`src/rtl/otter_io_responder.sv`:
```
// OTTER MCU IOBUS responder: switch input port, LED register and an optional down-counting interrupt timer.
// Defining OTTER_IO_TIMER_EN builds the timer, its FSM, TSTAT and INTR; otherwise INTR is tied low.
module otter_io_responder #(
    parameter logic [31:0] BASE_ADDR = 32'h1100_0000,
    parameter int unsigned SW_W      = 16,
    parameter int unsigned LED_W     = 16
) (
    input  logic             clk,
    input  logic             RST_N,
    input  logic [31:0]      IOBUS_ADDR,
    input  logic [31:0]      IOBUS_OUT,
    input  logic             IOBUS_WR,
    output logic [31:0]      IOBUS_IN,
    output logic             INTR,
    input  logic [SW_W-1:0]  SWITCHES,
    output logic [LED_W-1:0] LEDS
);

    localparam logic [7:0] OFF_SW     = 8'h00;
    localparam logic [7:0] OFF_LED    = 8'h20;
`ifdef OTTER_IO_TIMER_EN
    localparam logic [7:0] OFF_TCTRL  = 8'h40;
    localparam logic [7:0] OFF_TLOAD  = 8'h44;
    localparam logic [7:0] OFF_TCOUNT = 8'h48;
    localparam logic [7:0] OFF_TSTAT  = 8'h4C;
`endif

    logic             in_win;
    logic [7:0]       off;
    logic             wr_led;
    logic [SW_W-1:0]  sw_meta_q, sw_sync_q;
    logic [LED_W-1:0] led_q, led_d;
    logic [31:0]      iobus_in_q, rdata_d;
    logic             unused_wdata;

    assign in_win       = (IOBUS_ADDR[31:8] == BASE_ADDR[31:8]);
    assign off          = IOBUS_ADDR[7:0];
    assign wr_led       = IOBUS_WR && in_win && (off == OFF_LED);
    assign led_d        = wr_led ? IOBUS_OUT[LED_W-1:0] : led_q;
    assign unused_wdata = ^IOBUS_OUT;

`ifdef OTTER_IO_TIMER_EN
    typedef enum logic {T_IDLE, T_RUN} tstate_e;

    tstate_e     state_q, state_d;
    logic [2:0]  ctrl_q, ctrl_d;   // {IE, RELOAD, EN}
    logic [31:0] tload_q, tload_d, tcount_q, tcount_d;
    logic        pend_q, pend_d;
    logic        wr_tctrl, wr_tload, wr_tstat;

    assign wr_tctrl = IOBUS_WR && in_win && (off == OFF_TCTRL);
    assign wr_tload = IOBUS_WR && in_win && (off == OFF_TLOAD);
    assign wr_tstat = IOBUS_WR && in_win && (off == OFF_TSTAT);

    // Software effects first, then the FSM; expiry set overrides W1C, TLOAD write overrides the count.
    always_comb begin
        state_d  = state_q;
        ctrl_d   = ctrl_q;
        tload_d  = tload_q;
        tcount_d = tcount_q;
        pend_d   = pend_q;
        if (wr_tctrl) ctrl_d = IOBUS_OUT[2:0];
        if (wr_tstat && IOBUS_OUT[0]) pend_d = 1'b0;
        case (state_q)
            T_IDLE: if (ctrl_d[0]) state_d = T_RUN;
            T_RUN: begin
                if (!ctrl_d[0]) begin
                    state_d = T_IDLE;
                end else if (tcount_q == 32'd0) begin
                    pend_d = 1'b1;
                    if (ctrl_d[1]) begin
                        tcount_d = tload_q;
                    end else begin
                        ctrl_d[0] = 1'b0;
                        state_d   = T_IDLE;
                    end
                end else begin
                    tcount_d = tcount_q - 32'd1;
                end
            end
            default: state_d = T_IDLE;
        endcase
        if (wr_tload) begin
            tload_d  = IOBUS_OUT;
            tcount_d = IOBUS_OUT;
        end
    end

    always_ff @(posedge clk or negedge RST_N) begin
        if (!RST_N) begin
            state_q  <= T_IDLE;
            ctrl_q   <= '0;
            tload_q  <= '0;
            tcount_q <= '0;
            pend_q   <= 1'b0;
        end else begin
            state_q  <= state_d;
            ctrl_q   <= ctrl_d;
            tload_q  <= tload_d;
            tcount_q <= tcount_d;
            pend_q   <= pend_d;
        end
    end

    assign INTR = pend_q & ctrl_q[2];
`else
    assign INTR = 1'b0;
`endif

    // Writable registers read back their next-state values; SW reads the settled synchronizer.
    always_comb begin
        rdata_d = '0;
        if (in_win) begin
            case (off)
                OFF_SW:     rdata_d = 32'(sw_sync_q);
                OFF_LED:    rdata_d = 32'(led_d);
`ifdef OTTER_IO_TIMER_EN
                OFF_TCTRL:  rdata_d = {29'd0, ctrl_d};
                OFF_TLOAD:  rdata_d = tload_d;
                OFF_TCOUNT: rdata_d = tcount_d;
                OFF_TSTAT:  rdata_d = {31'd0, pend_d};
`endif
                default:    rdata_d = '0;
            endcase
        end
    end

    always_ff @(posedge clk or negedge RST_N) begin
        if (!RST_N) begin
            sw_meta_q  <= '0;
            sw_sync_q  <= '0;
            led_q      <= '0;
            iobus_in_q <= '0;
        end else begin
            sw_meta_q  <= SWITCHES;
            sw_sync_q  <= sw_meta_q;
            led_q      <= led_d;
            iobus_in_q <= rdata_d;
        end
    end

    assign IOBUS_IN = iobus_in_q;
    assign LEDS     = led_q;

endmodule
```
`config.mk`:
```
export PLATFORM = sky130hd
export DESIGN_NAME = otter_io_responder
export DESIGN_NICKNAME = d
export VERILOG_FILES = /design/src/rtl/otter_io_responder.sv
export SDC_FILE = /design/constraint.sdc
export NUM_CORES = 1
export LEC_CHECK = 0
export ABC_AREA = 1
export CAP_MARGIN = 20
export CORE_ASPECT_RATIO = 2
export CORE_MARGIN = 3
export CORE_UTILIZATION = 40
export DETAILED_ROUTE_END_ITERATION = 7
export PLACE_DENSITY = 0.77
export SYNTH_ARGS = -nofsm -noshare
export SYNTH_HDL_FRONTEND = slang
export SYNTH_SLANG_ARGS = --single-unit
```
`constraint.sdc`:
```
create_clock -name clk -period 0.9 [get_ports clk]
set_input_delay 0.135 -clock clk [delete_from_list [all_inputs] [get_ports clk]]
set_output_delay 0.135 -clock clk [all_outputs]
set_load 0.01 [all_outputs]
```
Yosys cells after proc, flatten, opt, wreduce, memory -nomap -nowiden
Index checks and enable logic that the tools add are counted.

Bits in registers: 80. Input port bits: 83. Output and inout bits: 49. Logic and storage cells: 12.

Equal/unequal tests: 2. Mux-type cells: 3. Reductions and logical operators: 3.

Operators with widths (count): 2-to-1 mux 32 bit (1); one-hot mux 16 bit (2 select lines) (1); equality test 24 x 21 -> 1 bit, second input constant (1); 2-to-1 mux 16 bit (1); equality test 8 x 6 -> 1 bit, second input constant (1); logical NOT 8 bit (1); logical AND 1 bit (2).

Longest topological paths before layout
Gate-level depths: netlist of the first run.

Depth in word-level cells: 6. Depth in mapped cells: 10. Mapped depth without buffers: 9.

Least setup slack after synthesis of the first run
No wires, ideal clock.

Kind: in2reg. From: input IOBUS_ADDR[15]. To: register led_q[10] (netlist: LEDS[10]). Library setup time: 0.119 ns. Data arrival time: 1.084 ns. Required time: 0.781 ns. Path slack: -0.303 ns. Cell stages on the path: 8. Path buffers: 1. Cells stage by stage: nor2_1 > nand2_1 > nor2_1 > nand2_1 > nor2_2 > buf_4 > nand3_1 > and2_1.

Cells in the longest elaborated chain, start to end: 4.

RTL lines: start: declaration (line 10) `input logic [31:0] IOBUS_ADDR,`; equality test 24 x 21 -> 1 bit (line 36) `assign in_win = (IOBUS_ADDR[31:8] == BASE_ADDR[31:8]);`; logical AND 1 bit (2 in a row) (line 38) `assign wr_led = IOBUS_WR && in_win && (off == OFF_LED);`; 2-to-1 mux 16 bit (line 39) `assign led_d = wr_led ? IOBUS_OUT[LED_W-1:0] : led_q;`; net led_d[10] (line 32) `logic [LED_W-1:0] led_q, led_d;`; end signal: assignment (line 137) `led_q <= led_d;`; end: declaration (line 32).

The timed path passes the listed nets, and every way through them passes these cells.

Worst setup path in the final report of the first run
From: input IOBUS_ADDR[1]. To: register iobus_in_q[0] (netlist: IOBUS_IN[0]).

Cells in the longest elaborated chain, start to end: 5. Elaborated cells between the ends (all ways): 6. Those cells by class: eq/ne: 1; mux: 3; reduce/logical: 2.

RTL lines: equality test 8 x 6 -> 1 bit (line 38, 114); logical AND 1 bit (line 38); 2-to-1 mux 16 bit (line 39); one-hot mux 16 bit (2 select lines) * (line 114) `case (off)`; 2-to-1 mux 32 bit * (line 113) `if (in_win) begin`; net rdata_d[0] (line 33) `logic [31:0] iobus_in_q, rdata_d;`; end signal: assignment (line 138) `iobus_in_q <= rdata_d;`; end: declaration (line 33).

The timed path passes the listed nets; every way through them passes the cells marked *.

==> results of run 1 <==
-- power by group --
| part | switching (uW) | internal, uW |
|---|---|---|
| Sequential | 42.1 | 2950 |
| Clock | 1160 | 3050 |
| Combinational | 271 | 315 |
-- sequential cells by signal (all words and copies together) (netlist names) --
signal     flops
sw_meta_q     16
sw_sync_q     16
IOBUS_IN      16
LEDS          16
-- cell families after synthesis --
group,synth area share [%]
other,0.1343
buffers and inverters,12.82
flip-flops,57.37
AO/OA/AOI/OAI,4.213
AND/OR/NAND/NOR,25.46
-- worst max-delay path by stage --
stage                     slack (ps)     endpoint  depth (start not counted)
after floorplan                 -230     LEDS[10]                          8
after global placement          -890  IOBUS_IN[8]                         10
after detailed placement        -920  IOBUS_IN[8]                         10
after CTS                       -320  IOBUS_IN[8]                         11
after global routing            -330  IOBUS_IN[0]                         12
final                           -280  IOBUS_IN[0]                         12
-- worst register-to-register path, stage by stage, from the launching register on --
cell     delay, ps
dfrtp_1        400
buf_4          140
inv_1           80
nand2_4         60
and2_4         150
-- layout by cell type (no fill, tap or decap), drive strengths merged --
master	n
dlygate4sd2	1
clkinv	2
dfrtp	64
dlygate4sd3	1
buf	98
nand3	33
a21oi	16
conb	17
nand2	46
nor2	29
nand4	4
bufinv	4
nor4	2
inv	51
and2	16
clkdlybuf4s50	32
clkbuf	13
-- area by class of cell --
class / count / area [um2]
clock buffer: 10 / 239.0
clock inverter: 6 / 130.1
fill: 403 / 1628
inverter: 51 / 211.5
multi-input combinational: 163 / 1456
sequential: 64 / 1602
tap: 88 / 110.1
timing repair buffer: 135 / 1297
-- through the flow --
step	setup WS [ps]	utilization (%)	power, uW	area, um2	hold slack [ps]
after detailed placement	-918.1	61.30	3566	4091	177.1
after CTS	-323.1	72.55	7798	4842	249.3
after floorplan	-228.7	-	3203	2983	-160.6
final	-281.6	75.61	7793	5046	255.8
after global placement	-889.5	61.30	3557	4091	163.4
after global routing	-330.0	75.61	8035	5046	248.5
-- metal layers --
layer	global-route usage [%]	vias up	wire length (um)
li1	-	1117	-
met1	20.78	1232	2740
met3	4.242	27	393
met2	47.72	101	5638
met4	11.43	0	408
met5	0	-	0
-- timing repair --
action,CTS,global route
endpoints found under the setup margin,64,64
endpoints found under the hold margin,64,0
gates cloned,3,0
pin swaps,61,20
hold buffers,1,0
setup buffers,12,6
resized for setup,365,43
==> key figures, run 1 <==
CTS
  • Clock edge transition at the registers on the reported setup and hold paths: 50 ps
  • TritonCTS clock tree: yes
  • Root buffer cell: clkbuf_16
  • CTS buffer count: 9
  • Sink Count: 64
  • Clock latency on the worst-skew pair: 320 ps
  • H-tree depth: 3
  • CTS max path bufs: 2

Job
  • Maxcap violations: 0

Power
  • Leak Pwr: 0.002357 uW
  • VDD IR max: 1.450 mV
  • Power Dens Cells: 1544 mW/mm2

STA
  • Final min period: 1182 ps
  • Fin worst setup slack: -281.6 ps
  • Unrepaired setup endpoints after global routing: yes
  • Final setup viols: 64
  • Period utilization: 131.3%
  • Clock Skew: 6.731 ps
  • Pins Over Slew Limit: 0
  • Setup TNS: -7959 ps
  • Max frequency: 846.3 MHz
  • Final Hold Fails: 0

Worst setup path
  • Most frequent CP cell: nand2_4
  • Reg2Reg Depth: 4
  • Reg2reg setup slack: -40 ps
  • Max incr delay on CP: 200 ps
  • Worst setup EP type: register
  • Slowest library cell on the worst path: a21oi_2
  • Worst R2R Start: LEDS[4]
  • CP Launch Point: IOBUS_ADDR[1]
  • Max Fanout on Critical Path: 11
  • CP Class: input pin to register
  • WP data arrival: 1410 ps
  • RR Endpoint: LEDS[4]
  • Crit-path leading delay family: simple AND/OR/NAND/NOR gates
  • CP startpoint kind: input pin
  • Critical path, cell by cell: buf_2 -> inv_6 -> nand2_4 -> nor2_4 -> buf_6 -> nand2_4 -> nor2_8 -> nand3_4 -> buf_12 -> nand2_2 -> nand3_2 -> a21oi_2
  • Worst Path Buf+Inv: 4
  • CP required: 1130 ps

Yosys
  • Top FF cell, synth: dfrtp_1
  • Netlist cell types: 21
  • FF+latch count, synth: 64
  • Post-Syn Instances: 285
  • Post-synthesis cell area: 0.002791 mm2
  • Post-Syn Area per Cell: 9.794 um2
  • Yosys top cell area share: 57.37%
  • Largest area contributor in the netlist: dfrtp_1
  • EDFF count, synth: 0
  • Synth warnings: 0
  • FFs w/ async S/R, synth: 100.0%
  • Top cells by area, synth: dfrtp_1 (57%), inv_1 (6.5%), buf_4 (4.8%), nand2_1 (4.7%), nand3_1 (3.9%)
  • Cell with the most instances after synthesis: dfrtp_1
  • Synth top cells by count: dfrtp_1 (64), inv_1 (48), nand2_1 (35)
  • Register area share after synthesis: 57.37%

Floorplanning
  • # IOs: 132
  • Starting Density: 41.83%
  • Die Y: 124.1 um
  • Chip width: 65.07 um
  • Row cnt: 42
  • Total Die Area: 0.008078 mm2
  • Core ar.: 0.006674 mm2

Placement
  • Post-Place Cells: 480
  • Buffers on Ports: 98
  • Routability cong.: 0.8181
  • Placed wire-length estimate: 5.206 mm

Run status
  • Status: finished with violations
  • Failing checks: negative setup slack

Finish
  • Share of layout cells above drive strength 1: 57.34%
  • N_diodes: 0
  • Fin nets: 507
  • Post-Layout Cell Count: 517
  • Synth-to-Final Area Change: 80.77%

Drt
  • DRT Wirelength: 9.179 mm
  • Post-DRT Antenna Nets: 0
  • Vias per Instance: 4.791
  • Routed WL per cell: 17.75 um
  • First-pass detailed-route iteration total: 4
  • Iter 0 DRT Violations: 73
  • Post-route DRC: 0
  • Detailed-route via count: 2477

Hold path
  • HP Start: SWITCHES[15]
  • Hold EP: sw_meta_q[15]
  • Hold Path Class: input pin to register
  • Worst Hold Depth: 1

GRT
  • Largest net degree at the start of global routing: 65
  • Global-route wire length before repair: 13.61 mm
  • Vias in the first global route: 2668
  • Initial antenna violation count: 0
  • GR Overflow Total: 0
  • Gr usage total: 23.34%
Note: power is estimated with default switching activity, not from simulation.
==> inputs of run 2 (changes only) <==
==> constraint.sdc (replaced) <==
create_clock -name clk -period 0.9 [get_ports clk]
set_input_delay 0.135 -clock clk [delete_from_list [all_inputs] [get_ports clk]]
set_output_delay 0.135 -clock clk [all_outputs]
set_load 0.1 [all_outputs]
==> run 2 against run 1 <==
Against the previous run: the flow still finishes with violations (negative setup slack); register-to-register slack worse by 70 ps; die area unchanged; clock-buffer cell count grew 3; non-clock buffer count down 14; global-route usage is 0.60 points lower; power decreased by 0.52%; core utilization is 2.4 points higher; clock skew about the same; critical path depth down 1; cell count decreased by 2.7%; clock power decreased by 6.2%; critical path type unchanged; largest cell class unchanged; largest power group unchanged.
==> key figures, run 2 (synthesis gave the netlist of run 1 again) <==
Power
  • Power Dens Cells: 1490 mW/mm2 (-3.5%)
  • Total power: 7752 uW (-0.52%)
  • VDD IR max: 1.531 mV (+5.6%)
  • Leak Pwr: 0.002243 uW (-4.8%)

Placement
  • Placed Area: 0.004511 mm2 (+10%)
  • Placed wire-length estimate: 5.409 mm (+3.9%)
  • Dpl ws: -961.8 ps (-43.70 ps)
  • Routability cong.: 0.7369 (-9.9%)
  • Buffers on Ports: 98 (unchanged)

GRT
  • Gr usage total: 22.73% (-0.60 points)
  • GR Overflow Total: 0 (unchanged)
  • Largest net degree at the start of global routing: 29 (-55%)
  • Global-route wire length before repair: 13.32 mm (-2.2%)
  • Initial antenna violation count: 0 (unchanged)
  • Vias in the first global route: 2540 (-4.8%)

Worst setup path
  • CP startpoint kind: input pin
  • Max Fanout on Critical Path: 5 (-6)
  • Worst setup EP type: register
  • WP data arrival: 1390 ps (-20 ps)
  • CP required: 1140 ps (about the same)
  • Reg2reg setup slack: -110 ps (-70 ps)
  • CP Class: input pin to register

STA
  • Final min period: 1149 ps (-33.00 ps)
  • Unrepaired setup endpoints after global routing: yes
  • Fin worst setup slack: -248.6 ps (+33.00 ps)
  • Final Hold Fails: 0 (unchanged)
  • Final setup viols: 64 (unchanged)
  • Max frequency: 870.6 MHz (+2.9%)
  • Period utilization: 127.6% (-3.7 points)
  • Pins Over Slew Limit: 0 (unchanged)
  • Clock Skew: 6.490 ps (-0.2409 ps)

Floorplanning
  • Total Die Area: 0.008078 mm2 (unchanged)
  • # IOs: 132 (unchanged)
  • Die Y: 124.1 um (unchanged)
  • Core ar.: 0.006674 mm2 (unchanged)
  • Starting Density: 41.83% (unchanged)
  • Row cnt: 42 (unchanged)
  • Chip width: 65.07 um (unchanged)

Drt
  • Vias per Instance: 4.712 (-1.7%)
  • DRT Wirelength: 8.631 mm (-6.0%)
  • Post-route DRC: 0 (unchanged)
  • Iter 0 DRT Violations: 53 (-27%)
  • Detailed-route via count: 2370 (-4.3%)
  • Routed WL per cell: 17.16 um (-3.4%)
  • First-pass detailed-route iteration total: 4 (unchanged)
  • Post-DRT Antenna Nets: 0 (unchanged)

CTS
  • CTS max path bufs: 2 (unchanged)
  • TritonCTS clock tree: yes
  • Sink Count: 64 (unchanged)
  • Root buffer cell: clkbuf_16
  • H-tree depth: 3 (unchanged)
  • Clock latency on the worst-skew pair: 320 ps (about the same)
  • Clock edge transition at the registers on the reported setup and hold paths: 50 ps (about the same)
  • CTS buffer count: 9 (unchanged)

Finish
  • Fin nets: 493 (-2.8%)
  • Final core utilization: 77.97% (+2.4 points)
  • Most frequent cells in the layout: buf_12 (41), inv_1 (37), dfrtp_1 (33)
  • Fin area: 0.005204 mm2 (+3.1%)
  • Synth-to-Final Area Change: 86.42%
  • N_diodes: 0 (unchanged)
  • Commonest non-fill, non-tap cell in the layout: buf_12
  • Filler Cells Inserted: 386 (-4.2%)
  • Share of layout cells above drive strength 1: 60.48% (+3.1 points)

Run status
  • Status: finished with violations
  • Failing checks: negative setup slack

Hold path
  • Hold Path Class: input pin to register

Job
  • Maxcap violations: 0 (unchanged)
run 2: changes by cell type in the layout (fill, tap and decap cells not counted), moves of 12 or more:
cell,delta
dfrtp_2,+25
buf_4,-12
buf_6,-33
buf_12,+32
nand2_1,+13
dfrtp_1,-31
run 2: power breakdown:
part           leakage [uW]  total, uW  internal [uW]  switching, uW
combinational       0.00137        825            273            552
clock              0.000164       3950           2780           1170
sequential         0.000709       2980           2950           22.7
run 2: critical path: stages:
cell     delay, ps
buf_8          100
nor2_4         120
inv_2           40
nor2_2         110
nand2_1         90
nor2_2         150
nand3_4        160
buf_12         190
nand2_4         80
nand3_2         90
a21oi_2        140
run 2: per-stage QoR:
stage,hold WS [ps],TNS (ps),std cells
floorplan,-160.6,-6357,301
global placement,159.0,-27200,479
detailed placement,168.0,-28830,479
CTS,240.5,-10370,502
global route,236.8,-13560,503
finish,248.0,-11090,503
run 2: final timing paths:
check,from,end,cells past startpoint
setup / recovery,IOBUS_ADDR[20],IOBUS_IN[0],11
setup reg to reg,LEDS[6],LEDS[6],4
max in group asynchronous,RST_N,LEDS[8],3
min in group asynchronous,RST_N,IOBUS_IN[12],3
hold reg to reg,sw_meta_q[7],sw_sync_q[7],0
hold / removal,SWITCHES[9],sw_meta_q[9],1
run 2: repair_timing:
item	CTS	global route
endpoints found under the hold margin	64	0
hold buffers	1	0
gates resized for setup	213	13
pin swaps	57	24
gates cloned	2	0
setup buffers	4	1
endpoints found under the setup margin	64	64
run 2: per-layer routing:
metal | up-vias | share of wire (%) | GRT usage, %
li1 | 1090 | - | -
met5 | - | 0 | 0
met2 | 101 | 56 | 41.76
met3 | 18 | 6.3 | 5.596
met4 | 0 | 3.1 | 10.91
met1 | 1161 | 35 | 23.74
run 2: layout make-up:
type	count	area, um2	area share (%)
Clock buffer	13	250.2	4.809
Clock inverter	3	90.09	1.731
Inverter	51	214.0	4.112
Multi-Input combinational cell	163	1400	26.91
Sequential cell	64	1655	31.81
Tap cell	88	110.1	2.116
Timing Repair Buffer	121	1484	28.52
==> inputs of run 3 (changes only) <==
--- a/config.mk
+++ b/config.mk
@@ -7,9 +7,11 @@
 export LEC_CHECK = 0
 export ABC_AREA = 1
 export CAP_MARGIN = 20
+export CELL_PAD_IN_SITES_DETAIL_PLACEMENT = 0
+export CELL_PAD_IN_SITES_GLOBAL_PLACEMENT = 2
 export CORE_ASPECT_RATIO = 2
 export CORE_MARGIN = 3
-export CORE_UTILIZATION = 40
+export CORE_UTILIZATION = 23
 export DETAILED_ROUTE_END_ITERATION = 7
 export PLACE_DENSITY = 0.77
 export SYNTH_ARGS = -nofsm -noshare
==> run 3 against run 2 <==
Against the previous run: non-clock buffer count up 2; routed wire length down 3.1%; the run still ends with negative setup slack left; global-route usage down 9.8 points; sequential share of layout area down 0.95 points; combinational power up 5.2%; core utilization down 32 points; flip-flop and latch count unchanged; critical path depth down 10; first-iteration DRC count up 13%; clock-buffer cell count unchanged.
==> key figures, run 3 (synthesis gave the netlist of run 1 again) <==
Run status
  • Status: finished with violations
  • Failing checks: negative setup slack

Worst setup path
  • Reg2reg setup slack: -100 ps (about the same)
  • Worst setup EP type: output port
  • Critical path, cell by cell: buf_12
  • CP required: 760 ps (-380 ps)
  • CP Class: register to output port
  • Crit-path leading delay family: flip-flops
  • Max Fanout on Critical Path: 2 (-3)
  • RR Endpoint: LEDS[2]
  • Max incr delay on CP: 490 ps (+300 ps)
  • Worst Path Buf+Inv: 1 (-2)
  • Slowest library cell on the worst path: dfrtp_4
  • CP startpoint kind: register
  • WP data arrival: 990 ps (-400 ps)
  • Reg2Reg Depth: 4 (unchanged)
  • Worst R2R Start: LEDS[2]

Drt
  • Vias per Instance: 4.173 (-11%)
  • Routed WL per cell: 14.89 um (-13%)
  • Post-route DRC: 0 (unchanged)
  • DRT Wirelength: 8.366 mm (-3.1%)
  • Iter 0 DRT Violations: 60 (+13%)
  • Post-DRT Antenna Nets: 0 (unchanged)
  • First-pass detailed-route iteration total: 4 (unchanged)
  • Detailed-route via count: 2345 (-1.1%)

Power
  • VDD IR max: 1.046 mV (-32%)
  • Leak Pwr: 0.002257 uW (+0.62%)
  • Switching pwr: 1721 uW (-1.3%)
  • Power Dens Cells: 1342 mW/mm2 (-9.9%)
  • Int Pwr: 5479 uW (-8.8%)
  • Logic pwr share: 12.1% (+1.5 points)
  • Clock power share: 46.7% (-4.3 points)
  • Sw Ratio: 23.91% (+1.4 points)
  • Total power: 7200 uW (-7.1%)
  • Flop pwr share: 41.3% (+2.9 points)

CTS
  • Clock latency on the worst-skew pair: 320 ps (about the same)
  • H-tree depth: 3 (unchanged)
  • Sink Count: 64 (unchanged)
  • CTS max path bufs: 2 (unchanged)
  • Clock edge transition at the registers on the reported setup and hold paths: 50 ps (about the same)
  • TritonCTS clock tree: yes
  • Root buffer cell: clkbuf_16
  • CTS buffer count: 9 (unchanged)

Finish
  • N_diodes: 0 (unchanged)
  • Most frequent cells in the layout: buf_12 (42), inv_1 (37), dfrtp_1 (33)
  • Synth-to-Final Area Change: 92.16%
  • Commonest non-fill, non-tap cell in the layout: buf_12
  • Share of layout cells above drive strength 1: 60.19% (-0.29 points)
  • Final core utilization: 45.57% (-32 points)
  • Fin nets: 495 (+0.41%)

GRT
  • Gr usage total: 12.93% (-9.8 points)
  • Vias in the first global route: 2612 (+2.8%)
  • GR Overflow Total: 0 (unchanged)
  • Largest net degree at the start of global routing: 24 (-17%)
  • Initial antenna violation count: 0 (unchanged)
  • Global-route wire length before repair: 13.46 mm (+1.0%)

STA
  • Fin worst setup slack: -222.0 ps (+26.65 ps)
  • Final min period: 1122 ps (-26.65 ps)
  • Period utilization: 124.7% (-3.0 points)
  • Final Hold Fails: 0 (unchanged)
  • Fin Hold WS: 255.1 ps (+7.114 ps)
  • Clock Skew: 7.638 ps (+1.148 ps)
  • Max frequency: 891.3 MHz (+2.4%)
  • Unrepaired setup endpoints after global routing: yes
  • Final setup viols: 64 (unchanged)
  • Pins Over Slew Limit: 0 (unchanged)

Placement
  • Buffers on Ports: 98 (unchanged)
  • Routability cong.: 0.8259 (+12%)
  • Placed wire-length estimate: 6.209 mm (+15%)

Job
  • Maxcap violations: 0 (unchanged)

Floorplanning
  • Starting Density: 23.71% (-18 points)
  • Row cnt: 56 (+33%)
  • Core ar.: 0.01177 mm2 (+76%)
  • Chip width: 83.90 um (+29%)
  • Total Die Area: 0.01358 mm2 (+68%)
  • Die Y: 161.8 um (+30%)
  • # IOs: 132 (unchanged)

Hold path
  • Hold Path Class: input pin to async pin
-- run 3: cell count changes in the layout (fill, tap and decap cells not counted), sizes merged --
cell	delta
buf	+3
bufinv	-2
clkbuf	-1
clkinv	+1
clkinvlp	+1
-- run 3: power by group through the flow --
stage,clock [uW],sequential [uW],combinational [uW]
3_3_place_gp,0,3020,839
4_1_cts,3450,2970,856
6_report,3360,2970,868
2_1_floorplan,0,3020,465
3_5_place_dp,0,3020,845
5_1_grt,3600,2970,919
-- run 3: area by class of cell --
class | count | area, um2
Sequential cell | 64 | 1655
Clock inverter | 3 | 42.54
Tap cell | 145 | 181.4
Clock buffer | 13 | 250.2
Inverter | 51 | 214.0
Multi-Input combinational cell | 163 | 1409
Timing Repair Buffer | 123 | 1612
Fill cell | 1124 | 6407
-- run 3: worst reg2reg max path: cells and delay by family, from the launching register on --
kind	cells	cell delay, ps
flip-flops	1	480
buffers and inverters	2	220
AND/OR/NAND/NOR	2	200
-- run 3: repair_timing --
action / 4_1_cts / 5_1_grt
hold buffers: 1 / 0
pin swaps: 64 / 25
setup buffers: 8 / 2
cloned: 3 / 0
endpoints found under the setup margin: 64 / 64
endpoints found under the hold margin: 40 / 0
gates resized for setup: 220 / 31
-- run 3: worst max path at each step --
stage | start | to | slack, ps | depth (start not counted)
final | LEDS[0] | LEDS[0] | -220 | 1
after floorplan | IOBUS_ADDR[3] | IOBUS_IN[10] | -280 | 10
after detailed placement | IOBUS_ADDR[3] | IOBUS_IN[5] | -930 | 11
after global placement | IOBUS_ADDR[3] | IOBUS_IN[13] | -920 | 11
after global routing | LEDS[0] | LEDS[0] | -250 | 1
after CTS | LEDS[0] | LEDS[0] | -240 | 1
-- run 3: per-layer routing --
layer	track usage [%]	vias to the layer above	wire length [um]
li1	-	1091	-
met2	24.84	94	5000
met3	2.690	15	426
met1	12.66	1145	2684
met5	0	-	0
met4	6.735	0	255
-- run 3: metrics by stage --
stage	area [um2]	setup WS [ps]	setup TNS [ps]	std cells
6_report	5364	-222.0	-8873	562
5_1_grt	5364	-245.5	-11180	562
4_1_cts	5291	-237.3	-10360	563
3_5_place_dp	4587	-933.5	-28090	535
3_3_place_gp	4587	-920.2	-27940	535
2_1_floorplan	3082	-278.1	-6357	301
